## src/rtl/join_logic_op.sv

```systemverilog
// rtl/join_logic_op.sv - two-stream join node with per-operand FIFOs and selectable bitwise op
//
// Purpose: queues operand-1 and operand-2 tokens in independent FIFOs, pairs the
// heads whenever both are present and emits f(OP, head1, head2) as one result token.
//
// Ports:
//   CLK    - clock, rising edge
//   RST    - asynchronous active-low reset
//   EN     - global enable; gates every push and pop
//   OP     - operation select, sampled in the pop cycle
//   R_IN1  - operand-1 token valid      D_IN1 - operand-1 data
//   FULL1  - operand-1 FIFO full
//   R_IN2  - operand-2 token valid      D_IN2 - operand-2 data
//   FULL2  - operand-2 FIFO full
//   R_OUT  - one-cycle result pulse     D_OUT - result data, held between tokens
//   OVF    - sticky overflow flags, bit0 operand 1, bit1 operand 2

module join_logic_op #(
    parameter  int N     = 16,
    parameter  int DEPTH = 4,
    localparam int AW    = $clog2(DEPTH)
) (
    input  logic         CLK,
    input  logic         RST,
    input  logic         EN,
    input  logic [2:0]   OP,
    input  logic         R_IN1,
    input  logic [N-1:0] D_IN1,
    output logic         FULL1,
    input  logic         R_IN2,
    input  logic [N-1:0] D_IN2,
    output logic         FULL2,
    output logic         R_OUT,
    output logic [N-1:0] D_OUT,
    output logic [1:0]   OVF
);

    localparam logic [AW:0]   CNT_FULL = (AW+1)'(DEPTH);
    localparam logic [AW:0]   CNT_ONE  = (AW+1)'(1);
    localparam logic [AW-1:0] PTR_ONE  = AW'(1);

    logic [N-1:0]  r_mem1 [DEPTH];
    logic [N-1:0]  r_mem2 [DEPTH];
    logic [AW-1:0] r_wp1, r_rp1, r_wp2, r_rp2;
    logic [AW:0]   r_cnt1, r_cnt2;

    logic          w_pop;
    logic          w_push1, w_push2;
    logic          w_drop1, w_drop2;
    logic [N-1:0]  w_head1, w_head2;
    logic [N-1:0]  w_result;

    assign FULL1 = (r_cnt1 == CNT_FULL);
    assign FULL2 = (r_cnt2 == CNT_FULL);

    // Pop decision uses pre-edge counts only; a token pushed this edge waits a cycle.
    assign w_pop = EN && (r_cnt1 != '0) && (r_cnt2 != '0);

    // A full FIFO still accepts a push when its head leaves in the same edge.
    assign w_push1 = EN && R_IN1 && (!FULL1 || w_pop);
    assign w_push2 = EN && R_IN2 && (!FULL2 || w_pop);
    assign w_drop1 = EN && R_IN1 && FULL1 && !w_pop;
    assign w_drop2 = EN && R_IN2 && FULL2 && !w_pop;

    assign w_head1 = r_mem1[r_rp1];
    assign w_head2 = r_mem2[r_rp2];

    always_comb begin
        w_result = '0;
        case (OP)
            3'd0:    w_result = w_head1 & w_head2;
            3'd1:    w_result = w_head1 | w_head2;
            3'd2:    w_result = w_head1 ^ w_head2;
            3'd3:    w_result = ~(w_head1 & w_head2);
            3'd4:    w_result = ~(w_head1 | w_head2);
            3'd5:    w_result = ~(w_head1 ^ w_head2);
            3'd6:    w_result = w_head1 & ~w_head2;
            default: w_result = w_head1;
        endcase
    end

    // Storage carries no reset: stale entries are unreachable once counts clear.
    always_ff @(posedge CLK) begin
        if (w_push1) r_mem1[r_wp1] <= D_IN1;
        if (w_push2) r_mem2[r_wp2] <= D_IN2;
    end

    always_ff @(posedge CLK or negedge RST) begin
        if (!RST) begin
            r_wp1  <= '0;
            r_rp1  <= '0;
            r_cnt1 <= '0;
            r_wp2  <= '0;
            r_rp2  <= '0;
            r_cnt2 <= '0;
            R_OUT  <= 1'b0;
            D_OUT  <= '0;
            OVF    <= '0;
        end else begin
            if (w_push1) r_wp1 <= r_wp1 + PTR_ONE;
            if (w_push2) r_wp2 <= r_wp2 + PTR_ONE;
            if (w_pop) begin
                r_rp1 <= r_rp1 + PTR_ONE;
                r_rp2 <= r_rp2 + PTR_ONE;
            end

            case ({w_push1, w_pop})
                2'b10:   r_cnt1 <= r_cnt1 + CNT_ONE;
                2'b01:   r_cnt1 <= r_cnt1 - CNT_ONE;
                default: r_cnt1 <= r_cnt1;
            endcase
            case ({w_push2, w_pop})
                2'b10:   r_cnt2 <= r_cnt2 + CNT_ONE;
                2'b01:   r_cnt2 <= r_cnt2 - CNT_ONE;
                default: r_cnt2 <= r_cnt2;
            endcase

            R_OUT <= w_pop;
            if (w_pop) D_OUT <= w_result;

            if (w_drop1) OVF[0] <= 1'b1;
            if (w_drop2) OVF[1] <= 1'b1;
        end
    end

endmodule

```

## config.mk

```make
export PLATFORM = sky130hd
export DESIGN_NAME = join_logic_op
export DESIGN_NICKNAME = d
export VERILOG_FILES = /design/src/rtl/join_logic_op.sv
export SDC_FILE = /design/constraint.sdc
export NUM_CORES = 1
export LEC_CHECK = 0
export ABC_AREA = 1
export CAP_MARGIN = 10
export CELL_PAD_IN_SITES_DETAIL_PLACEMENT = 0
export CELL_PAD_IN_SITES_GLOBAL_PLACEMENT = 1
export CORE_AREA = 8 8 123 171
export DETAILED_ROUTE_END_ITERATION = 10
export DIE_AREA = 0 0 131 179
export DONT_BUFFER_PORTS = 1
export PLACE_DENSITY_LB_ADDON = 0.1
export SKIP_LAST_GASP = 1
export SYNTH_ARGS = -nofsm -noshare
export SYNTH_HDL_FRONTEND = slang
export SYNTH_SLANG_ARGS = --single-unit
```

## constraint.sdc

```tcl
create_clock -name CLK -period 2 [get_ports CLK]
set_input_delay 0.3 -clock CLK [delete_from_list [all_inputs] [get_ports CLK]]
set_output_delay 0.3 -clock CLK [all_outputs]
set_load 0.1 [all_outputs]
```

==> impl_metrics.ini, run 1 <==
[floorplanning]
start_util_pct = 44.49
io_pins = 61
core_um2 = 18380
die_h_um = 179
dieArea_um2 = 23450
num_rows = 59
die_w_um = 131

[power]
power_frac_clock_pct = 19.2
sw_frac_of_total_pct = 43.34
intPower_mw = 9.563
power.leakage_nw = 4.406
seqPwrFrac_pct = 27.4
p_comb_share_pct = 53.4
ir_drop_mv = 0.7764
p_sw_mw = 7.315
p_per_area_nw_per_um2 = 1629

[worst_setup_path]
critPathLaunchType = register
critPathCaptureType = register
r2r-start = r_rp2[0]
arrival_ns = 2.37
crit_chain = buf_6 -> clkbuf_16 -> nand2_2 -> a32oi_4 -> inv_2 -> buf_4 -> ha_1 -> inv_1 -> o21ai_1 -> nor2_1 -> nand2_1 -> nand2_2 -> nand2_1
cp.required_ns = 2.31
critPathBufInv = 5
crit_type = reg -> reg
critical-path-max-stage-delay_ns = 0.42
path_max_fanout = 8
cp_slowest_cell = dfrtp_1
crit_family = buffers and inverters
critical_path.startpoint = r_rp2[0]

[clock_tree]
cts_max_path_buffers = 2
cts_tree = built
clk_pin_slew_ns = 0.06
clock_latency_ns = 0.42
htreeDepth = 4
cts.sinks = 161
root_buffer = clkbuf_16
numCtsBuffers = 17

[flow_run]
maxCapViolations = 0

[logic_synthesis]
ys_types = 32
synth_simple_gate_area_share_pct = 18.67
synth_compound_area_share_pct = 7.497
synth_top_family_by_area = simple AND/OR/NAND/NOR gates
synth-main-ff-cell = edfxtp_1
yosysTopAreaCellShare_pct = 47.00
yosys-top-cells-count = 255 x nand2_1, 128 x edfxtp_1, 91 x inv_1
synth.area.top_cells = edfxtp_1 47%, nand2_1 12%, dfrtp_1 10%, ha_1 8.6%, inv_1 4.2%
synth_top_area_cell = edfxtp_1
yosysMostFrequentCell = nand2_1
synth_enable_flop_cells = 128
ys_ff_latch = 161
synth-seq-area-share_pct = 57.10
avgSynthCellArea_um2 = 9.853
synthXorXnorAreaFrac_pct = 0.8568
synth_fa_ha_area_share_pct = 9.058
synthMuxAreaShare_pct = 0
mappedNetlistArea_um2 = 8178
yosys_warnings = 0
synth_nets = 928
synth_cells = 830
async_flop_share_pct = 20.50

[sta]
final-max-slew-violation-count = 0
tns_ns = -0.08651
rsz0062_at_grt = true
hold_violations = 0
fmax_mhz = 486.6
worstMarginPinSlew_ns = 0.8952
finalSetupViolCount = 3
period_minus_slack_ns = 2.055
worst_slack_ns = -0.05507
clock_skew_ns = 0.006309
fin_crit_sh_pct = 102.8
max-slew-margin-rel_pct = 40.32

[final_layout]
area_growth_pct = 26.73
drive_gt1_share_pct = 20.30
fin_nets = 1022
n_antenna_cell = 0
final_area_um2 = 10360
final_cells = 1180

[placement]
place.detailed.hpwl_um = 12790
place_area_um2 = 8776
gp_congestion = 0.7487
portBuffers = 0
place_inst = 1097

[routing]
drt-total-wl_um = 20260
drt_first_pass_iters = 4
ant_nets = 0
wl_per_cell_um = 17.17
vias_per_cell = 5.093
drt-initial-drc-count = 296
vias = 6010
drc_errors = 0

[status]
outcome = finished, violations left
violations = setup timing

[worst_hold_path]
hold_class = in -> reg
min_from = EN

[grt]
grt_max_degree = 35
grt_pass1_vias = 5816
overflow = 0
track_usage_pct = 17.05
antenna_found_initial = 0
grt_pass1_wl_um = 29990
-- layer usage --
| metal | up-vias | part of all wire (%) | global-route usage [%] |
|---|---|---|---|
| li1 | 2929 | - | - |
| met1 | 2916 | 40 | 19.53 |
| met2 | 137 | 53 | 30.30 |
| met3 | 28 | 5.1 | 3.424 |
| met4 | 0 | 1.9 | 6.625 |
| met5 | - | 0 | 0 |
-- what timing repair did --
action | in CTS | in global routing
gates resized for setup | 9 | 74
endpoints found under the hold margin | 161 | 0
cloned | 1 | 5
hold buffers | 34 | 0
endpoints found under the setup margin | 10 | 16
pin swaps | 1 | 47
setup buffers | 2 | 10
-- through the flow --
step | hold slack (ns) | power (mW) | setup WS, ns | util (%)
2_1_floorplan | 0.004409 | 9.801 | 0.02721 | -
3_3_place_gp | 0.007191 | 11.67 | -0.02272 | 47.74
3_5_place_dp | 0.007371 | 11.94 | -0.1359 | 47.74
4_1_cts | 0.08938 | 15.54 | -0.05095 | 53.38
5_1_grt | 0.1197 | 18.06 | -0.1259 | 56.38
6_report | 0.1082 | 16.88 | -0.05507 | 56.38
-- power by group through the flow --
stage	clock network, mW	registers [mW]	logic, mW
after global placement	0	4.67	7.00
after floorplan	0	5.77	4.03
final	3.24	4.62	9.01
after CTS	3.31	4.61	7.61
after detailed placement	0	4.68	7.25
after global routing	3.44	4.68	9.94
-- logic make-up (layout without fill, tap and decap cells) --
group                      Yosys count  in the layout
AOI/OAI and AO/OA                  102            102
xor gates and xnor gates             8              8
adders and majority gates           58             58
buffers and inverters              130            236
DFF                                161            161
and+or+nand+nor                    371            371
-- sequential cells by signal, indices dropped and copies added (netlist names), 3 cells and up --
| signal | cells |
|---|---|
| r_mem1 | 64 |
| r_mem2 | 64 |
| D_OUT | 16 |
| r_cnt1 | 3 |
| r_cnt2 | 3 |
-- cells in the final DEF (no fill, tap or decap), types with 3 or more instances in the layout --
cell and count:
nand3_1 50, clkbuf_16 21, xor2_1 8, nand2_2 13
clkinv_1 3, buf_12 6, nor2_1 48, a21oi_1 33
inv_2 13, buf_6 3, o21ai_0 22, edfxtp_1 128
inv_1 79, a32oi_1 4, bufinv_16 3, ha_1 36
a21oi_2 5, ha_2 4, nand3_2 3, ha_4 16
dlygate4sd3_1 33, o22ai_1 9, a32oi_2 11, nand2_1 244
o21ai_1 8, nor3_1 4, o22ai_2 3, dfrtp_1 33
buf_4 62, clkinv_4 5
-- area by class of cell --
class,count,area (um^2)
flip-flops and latches,161,4669
multi-input cells,539,3349
clock inverters,13,162.7
inverters,96,370.4
well taps,244,305.3
fillers,1574,8018
repair buffers,109,1077
clock buffers,18,429.2
-- path summary, 6_finish.rpt --
kind                             endpoint  slack, ns  depth (start not counted)
worst max-delay path            D_OUT[15]      -0.06                         13
worst min-delay path                R_OUT       0.11                          2
worst max register to register  D_OUT[15]      -0.06                         13
worst min register to register  r_cnt2[0]       0.49                          1
max in group asynchronous        r_wp1[1]       1.48                          2
min in group asynchronous       D_OUT[12]       0.31                          2
No activity file was read; power rests on OpenSTA's default activity.
==> inputs of run 2 (changes only) <==
Settings changed: ABC_AREA 1 to 0, CORE_AREA 8 8 123 171 to 8 8 120 167, DIE_AREA 0 0 131 179 to 0 0 128 175.
==> run 2 against run 1 <==
The flow still finishes with violations (setup timing). Sequential share of layout area fell by 0.16 points. Combinational power fell by 2.6%. Final area rose by 0.41%. Non-clock buffer count rose by 8. Die area fell by 4.5%. Via count fell by 15%. Fmax fell by 9.4%. Global-route usage rose by 0.30 points. Count of clock-buffer cells in the layout rose by 1. Worst setup slack got worse by 0.21 ns. Flip-flop and latch count did not move. Critical path depth fell by 5. Highest routed layer unchanged.
==> impl_metrics.ini, run 2 <==
[status]
outcome = finished, violations left
violations = setup timing

[routing]
vias = 5098
ant_nets = 0
drt-total-wl_um = 18700
met1_length_um = 7232
wl_per_cell_um = 20.11
wl_met2_um = 10130
vias_per_cell = 5.482
drt_first_pass_iters = 6
drt-initial-drc-count = 238
drc_errors = 0
dr_wl_met3_um = 703
top_layer_used = met4

[clock_tree]
clk_pin_slew_ns = 0.07
cts_tree = built
clock_latency_ns = 0.42
cts_max_path_buffers = 2
numCtsBuffers = 17
htreeDepth = 4
cts.sinks = 161
root_buffer = clkbuf_16

[logic_synthesis]
yosys_warnings = 0
synth-main-ff-cell = edfxtp_1
yosysMostFrequentCell = edfxtp_1
synth-seq-area-share_pct = 56.57
synth.area.top_cells = edfxtp_1 47%, dfrtp_1 10%, mux4_2 9.5%, ha_1 8.5%, inv_1 2.1%
async_flop_share_pct = 20.50
yosys-top-cells-count = 128 x edfxtp_1, 56 x ha_1, 46 x inv_1
synth_enable_flop_cells = 128
ys_ff_latch = 161
synth_cells = 576
synth_top_area_cell = edfxtp_1
ys_types = 62
mappedNetlistArea_um2 = 8254
synth_nets = 674
yosysTopAreaCellShare_pct = 46.57
avgSynthCellArea_um2 = 14.33

[sta]
tns_ns = -3.332
clock_skew_ns = 0.008765
hold_violations = 0
fin_crit_sh_pct = 113.4
max-slew-margin-rel_pct = 39.14
worst_slack_ns = -0.2680
worstMarginPinSlew_ns = 0.9130
finalSetupViolCount = 16
final-max-slew-violation-count = 0
rsz0062_at_grt = true
fmax_mhz = 440.9
period_minus_slack_ns = 2.268

[power]
p_per_area_nw_per_um2 = 1591
power.leakage_nw = 3.954
ir_drop_mv = 0.8711

[worst_setup_path]
critical-path-max-stage-delay_ns = 0.56
cp_slowest_cell = mux4_2
critPathCaptureType = register
critPathLaunchType = register
critPathBufInv = 2
cp.required_ns = 2.30
crit_chain = buf_12 -> buf_6 -> mux4_2 -> ha_4 -> mux2i_1 -> o221ai_2 -> a222oi_1 -> o21ai_1
crit_family = multiplexers
arrival_ns = 2.57
path_max_fanout = 7
crit_type = reg -> reg

[floorplanning]
num_rows = 58
core_um2 = 17560
die_h_um = 175
io_pins = 61
start_util_pct = 47.00
die_w_um = 128
dieArea_um2 = 22400

[flow_run]
maxCapViolations = 0

[grt]
track_usage_pct = 17.35
grt_pass1_wl_um = 29470
grt_max_degree = 56
overflow = 0
grt_pass1_vias = 5526
antenna_found_initial = 0

[placement]
place_area_um2 = 9036
place.detailed.hpwl_um = 12400
gp_congestion = 0.7729
portBuffers = 0
place_inst = 852

[final_layout]
final_cell_mix = 128 x edfxtp_1, 62 x buf_4, 35 x mux4_2
top_regs = r_mem1: 64 flops, r_mem2: 64 flops, D_OUT: 16 flops
drive_gt1_share_pct = 36.38
final_cells = 930
final_area_um2 = 10410
final_common_cell = edfxtp_1
n_antenna_cell = 0
area_growth_pct = 26.07
fin_nets = 775

[worst_hold_path]
hold_class = in -> reg
==> run 2: cell count changes in the layout (fill, tap and decap cells not counted), moves of 14 or more <==
cell / change
nand3_1: -47
a21oi_1: -30
nand2_1: -216
inv_1: -59
nor2_1: -39
mux2i_1: +14
mux4_2: +35
==> run 2: kinds of logic (layout without fill, tap and decap cells) <==
kind of cell,count (synthesis),count (layout),synth area share (%)
AO/OA/AOI/OAI,102,102,8.625
flip-flops,161,161,56.57
adder cells (fa/ha/maj),58,58,8.974
AND/OR/NAND/NOR,100,100,6.973
multiplexers,61,61,12.93
XOR/XNOR,11,11,1.167
buffers and inverters,83,197,4.760
==> run 2: per-layer routing <==
| layer | vias to the layer above | global-route usage [%] |
|---|---|---|
| met5 | - | 0 |
| met4 | 0 | 7.956 |
| met3 | 32 | 3.722 |
| met2 | 111 | 30.71 |
| met1 | 2591 | 19.41 |
| li1 | 2364 | - |
==> run 2: layout make-up <==
class | count | area, um^2
clock buffer | 19 | 442.9
clock inverter | 13 | 117.6
fill | 1423 | 7156
inverter | 48 | 182.7
multi-input combinational | 332 | 3556
sequential | 161 | 4672
tap | 240 | 300.3
timing repair buffer | 117 | 1135
==> run 2: metrics by stage <==
| step | setup slack (ns) | util, % | hold WS [ns] | power, mW |
|---|---|---|---|---|
| 2_1_floorplan | -0.2573 | - | 0.004409 | 10.14 |
| 3_3_place_gp | -0.2764 | 51.45 | 0.005856 | 12.16 |
| 3_5_place_dp | -0.3201 | 51.45 | 0.006076 | 12.42 |
| 4_1_cts | -0.3105 | 58.10 | 0.006719 | 16.25 |
| 5_1_grt | -0.3469 | 59.25 | 0.003259 | 17.55 |
| 6_report | -0.2680 | 59.25 | 0.03029 | 16.55 |
==> run 2: worst paths after layout <==
kind | end | cells after the start | slack [ns] | startpoint
min | OVF[1] | 1 | 0.03 | EN
max | D_OUT[13] | 8 | -0.27 | r_rp1[0]
max reg2reg | D_OUT[13] | 8 | -0.27 | r_rp1[0]
min reg2reg | D_OUT[6] | 2 | 0.51 | D_OUT[6]
min in group asynchronous | D_OUT[14] | 2 | 0.36 | RST
max in group asynchronous | r_rp2[0] | 2 | 1.42 | RST
==> run 2: what timing repair did <==
item,4_1_cts,5_1_grt
hold buffers,34,0
buffers inserted,6,7
gates resized for setup,41,49
gates cloned,1,0
endpoints found under the hold margin,161,0
setup endpoints to repair,17,84
pin swaps,21,29
==> run 2: worst register-to-register path, cell delays in order (launching register included) <==
cell      delay [ns]
dfrtp_2         0.42
buf_12          0.15
buf_6           0.10
mux4_2          0.56
ha_4            0.19
mux2i_1         0.15
o221ai_2        0.12
a222oi_1        0.34
o21ai_1         0.11
==> run 2: power by group <==
group          leakage, nW  internal [mW]  switching [mW]  total, mW
clock network        0.279           1.67            1.40       3.08
logic                 2.11           3.96            4.83       8.78
registers             1.56           4.25           0.440       4.69
==> inputs of run 3 (changes only) <==
Settings changed: PLACE_DENSITY set to 0.77, PLACE_DENSITY_LB_ADDON 0.1 to not set.
==> run 3 against run 2 <==
The flow still finishes with violations (setup timing). Clock skew is 0.0036 ns lower. Critical path depth is 1 lower. Worst setup slack worse by 0.054 ns. Wire length is 0.82% lower. Hold slack worse by 0.0042 ns. Register-to-register slack worse by 0.05 ns. First-iteration DRC count is 66% higher. Largest power group unchanged.
==> impl_metrics.ini, run 3 (synthesized netlist as in run 2, its figures left out) <==
[grt]
track_usage_pct = 16.98
antenna_found_initial = 0
grt_pass1_vias = 5515
grt_max_degree = 56
grt_pass1_wl_um = 28970
overflow = 0

[power]
ir_drop_mv = 0.8599
power.leakage_nw = 3.968
p_per_area_nw_per_um2 = 1618

[worst_hold_path]
hold_class = in -> reg

[status]
violations = setup timing
outcome = finished, violations left

[final_layout]
final_common_cell = edfxtp_1
multi_input_comb_area_um2 = 3628
drive_gt1_share_pct = 36.96
top_regs = r_mem1: 64 flops, r_mem2: 64 flops, D_OUT: 16 flops
fillCellCount = 1369
area_growth_pct = 27.36
seq_area_um2 = 4671
n_antenna_cell = 0
final_cell_mix = 128 x edfxtp_1, 63 x buf_4, 35 x mux4_2
fin_nets = 775
final_util_pct = 59.86

[floorplanning]
die_w_um = 128
core_um2 = 17560
start_util_pct = 47.00
dieArea_um2 = 22400
num_rows = 58
io_pins = 61
die_h_um = 175

[sta]
rsz0062_at_grt = true
max-slew-margin-rel_pct = 38.45
final-max-slew-violation-count = 0
worst_slack_ns = -0.3219
finalSetupViolCount = 16
fin_crit_sh_pct = 116.1
hold_ws_ns = 0.02611
fmax_mhz = 430.7
hold_violations = 0
tns_ns = -3.828
clock_skew_ns = 0.005154
worstMarginPinSlew_ns = 0.9233
period_minus_slack_ns = 2.322

[worst_setup_path]
arrival_ns = 2.63
critPathLaunchType = register
crit_type = reg -> reg
critPathCaptureType = register
path_max_fanout = 7
cp.required_ns = 2.31

[placement]
portBuffers = 0
gp_congestion = 0.7337
place.detailed.hpwl_um = 11810

[clock_tree]
htreeDepth = 4
root_buffer = clkbuf_16
clk_pin_slew_ns = 0.07
cts_max_path_buffers = 2
clock_latency_ns = 0.42
cts.sinks = 161
cts_tree = built
numCtsBuffers = 17

[routing]
drc_errors = 0
ant_nets = 0
wl_per_cell_um = 19.94
vias_per_cell = 5.473
drt_first_pass_iters = 4
vias = 5090
drt-initial-drc-count = 395
drt-total-wl_um = 18550

[flow_run]
maxCapViolations = 0
-- run 3: layout make-up --
| class | count | area share, % |
|---|---|---|
| Clock buffer | 18 | 4.082 |
| Clock inverter | 14 | 1.488 |
| Inverter | 48 | 1.738 |
| Multi-Input combinational cell | 332 | 34.52 |
| Sequential cell | 161 | 44.43 |
| Tap cell | 240 | 2.856 |
| Timing Repair Buffer | 117 | 10.89 |
-- run 3: timing repair --
item | 4_1_cts | 5_1_grt
buffers inserted | 12 | 4
endpoints found under the hold margin | 161 | 0
hold buffers | 34 | 0
pin swaps | 30 | 29
cloned | 1 | 0
endpoints found under the setup margin | 17 | 19
resized for setup | 57 | 39
-- run 3: final timing paths --
path	slack, ns	start	to	cells after the start
worst max-delay path	-0.32	r_rp1[0]	D_OUT[9]	7
worst min-delay path	0.03	EN	OVF[1]	1
worst max register to register	-0.32	r_rp1[0]	D_OUT[9]	7
worst min register to register	0.49	D_OUT[14]	D_OUT[14]	2
max in group asynchronous	1.47	RST	r_rp1[0]	2
min in group asynchronous	0.32	RST	OVF[1]	2
-- run 3: per-stage QoR --
step	power [mW]	setup WS, ns	cells	cell area [um^2]
floorplan	10.14	-0.2573	576	8324
global placement	11.97	-0.2435	847	8999
detailed placement	12.32	-0.2954	847	8999
CTS	16.49	-0.2964	926	10280
global route	17.97	-0.3829	930	10510
finish	17.01	-0.3219	930	10510
-- run 3: worst max-delay path: stages (launching register included) --
cell      delay [ns]
dfrtp_2         0.43
buf_12          0.15
mux4_2          0.56
buf_4           0.16
ha_1            0.22
a211oi_1        0.33
o22ai_1         0.15
a22o_1          0.19
-- run 3: metal layers --
| metal | vias to the layer above | wire, um | track usage, % |
|---|---|---|---|
| li1 | 2365 | - | - |
| met1 | 2577 | 6933 | 17.58 |
| met2 | 115 | 9923 | 29.98 |
| met3 | 33 | 895 | 4.393 |
| met4 | 0 | 794 | 10.34 |
| met5 | - | 0 | 0 |
-- run 3: report_power, final --
group          switching [mW]  internal, mW
registers               0.412          4.25
logic                    4.98          4.15
clock network            1.35          1.86
total                    6.75          10.3
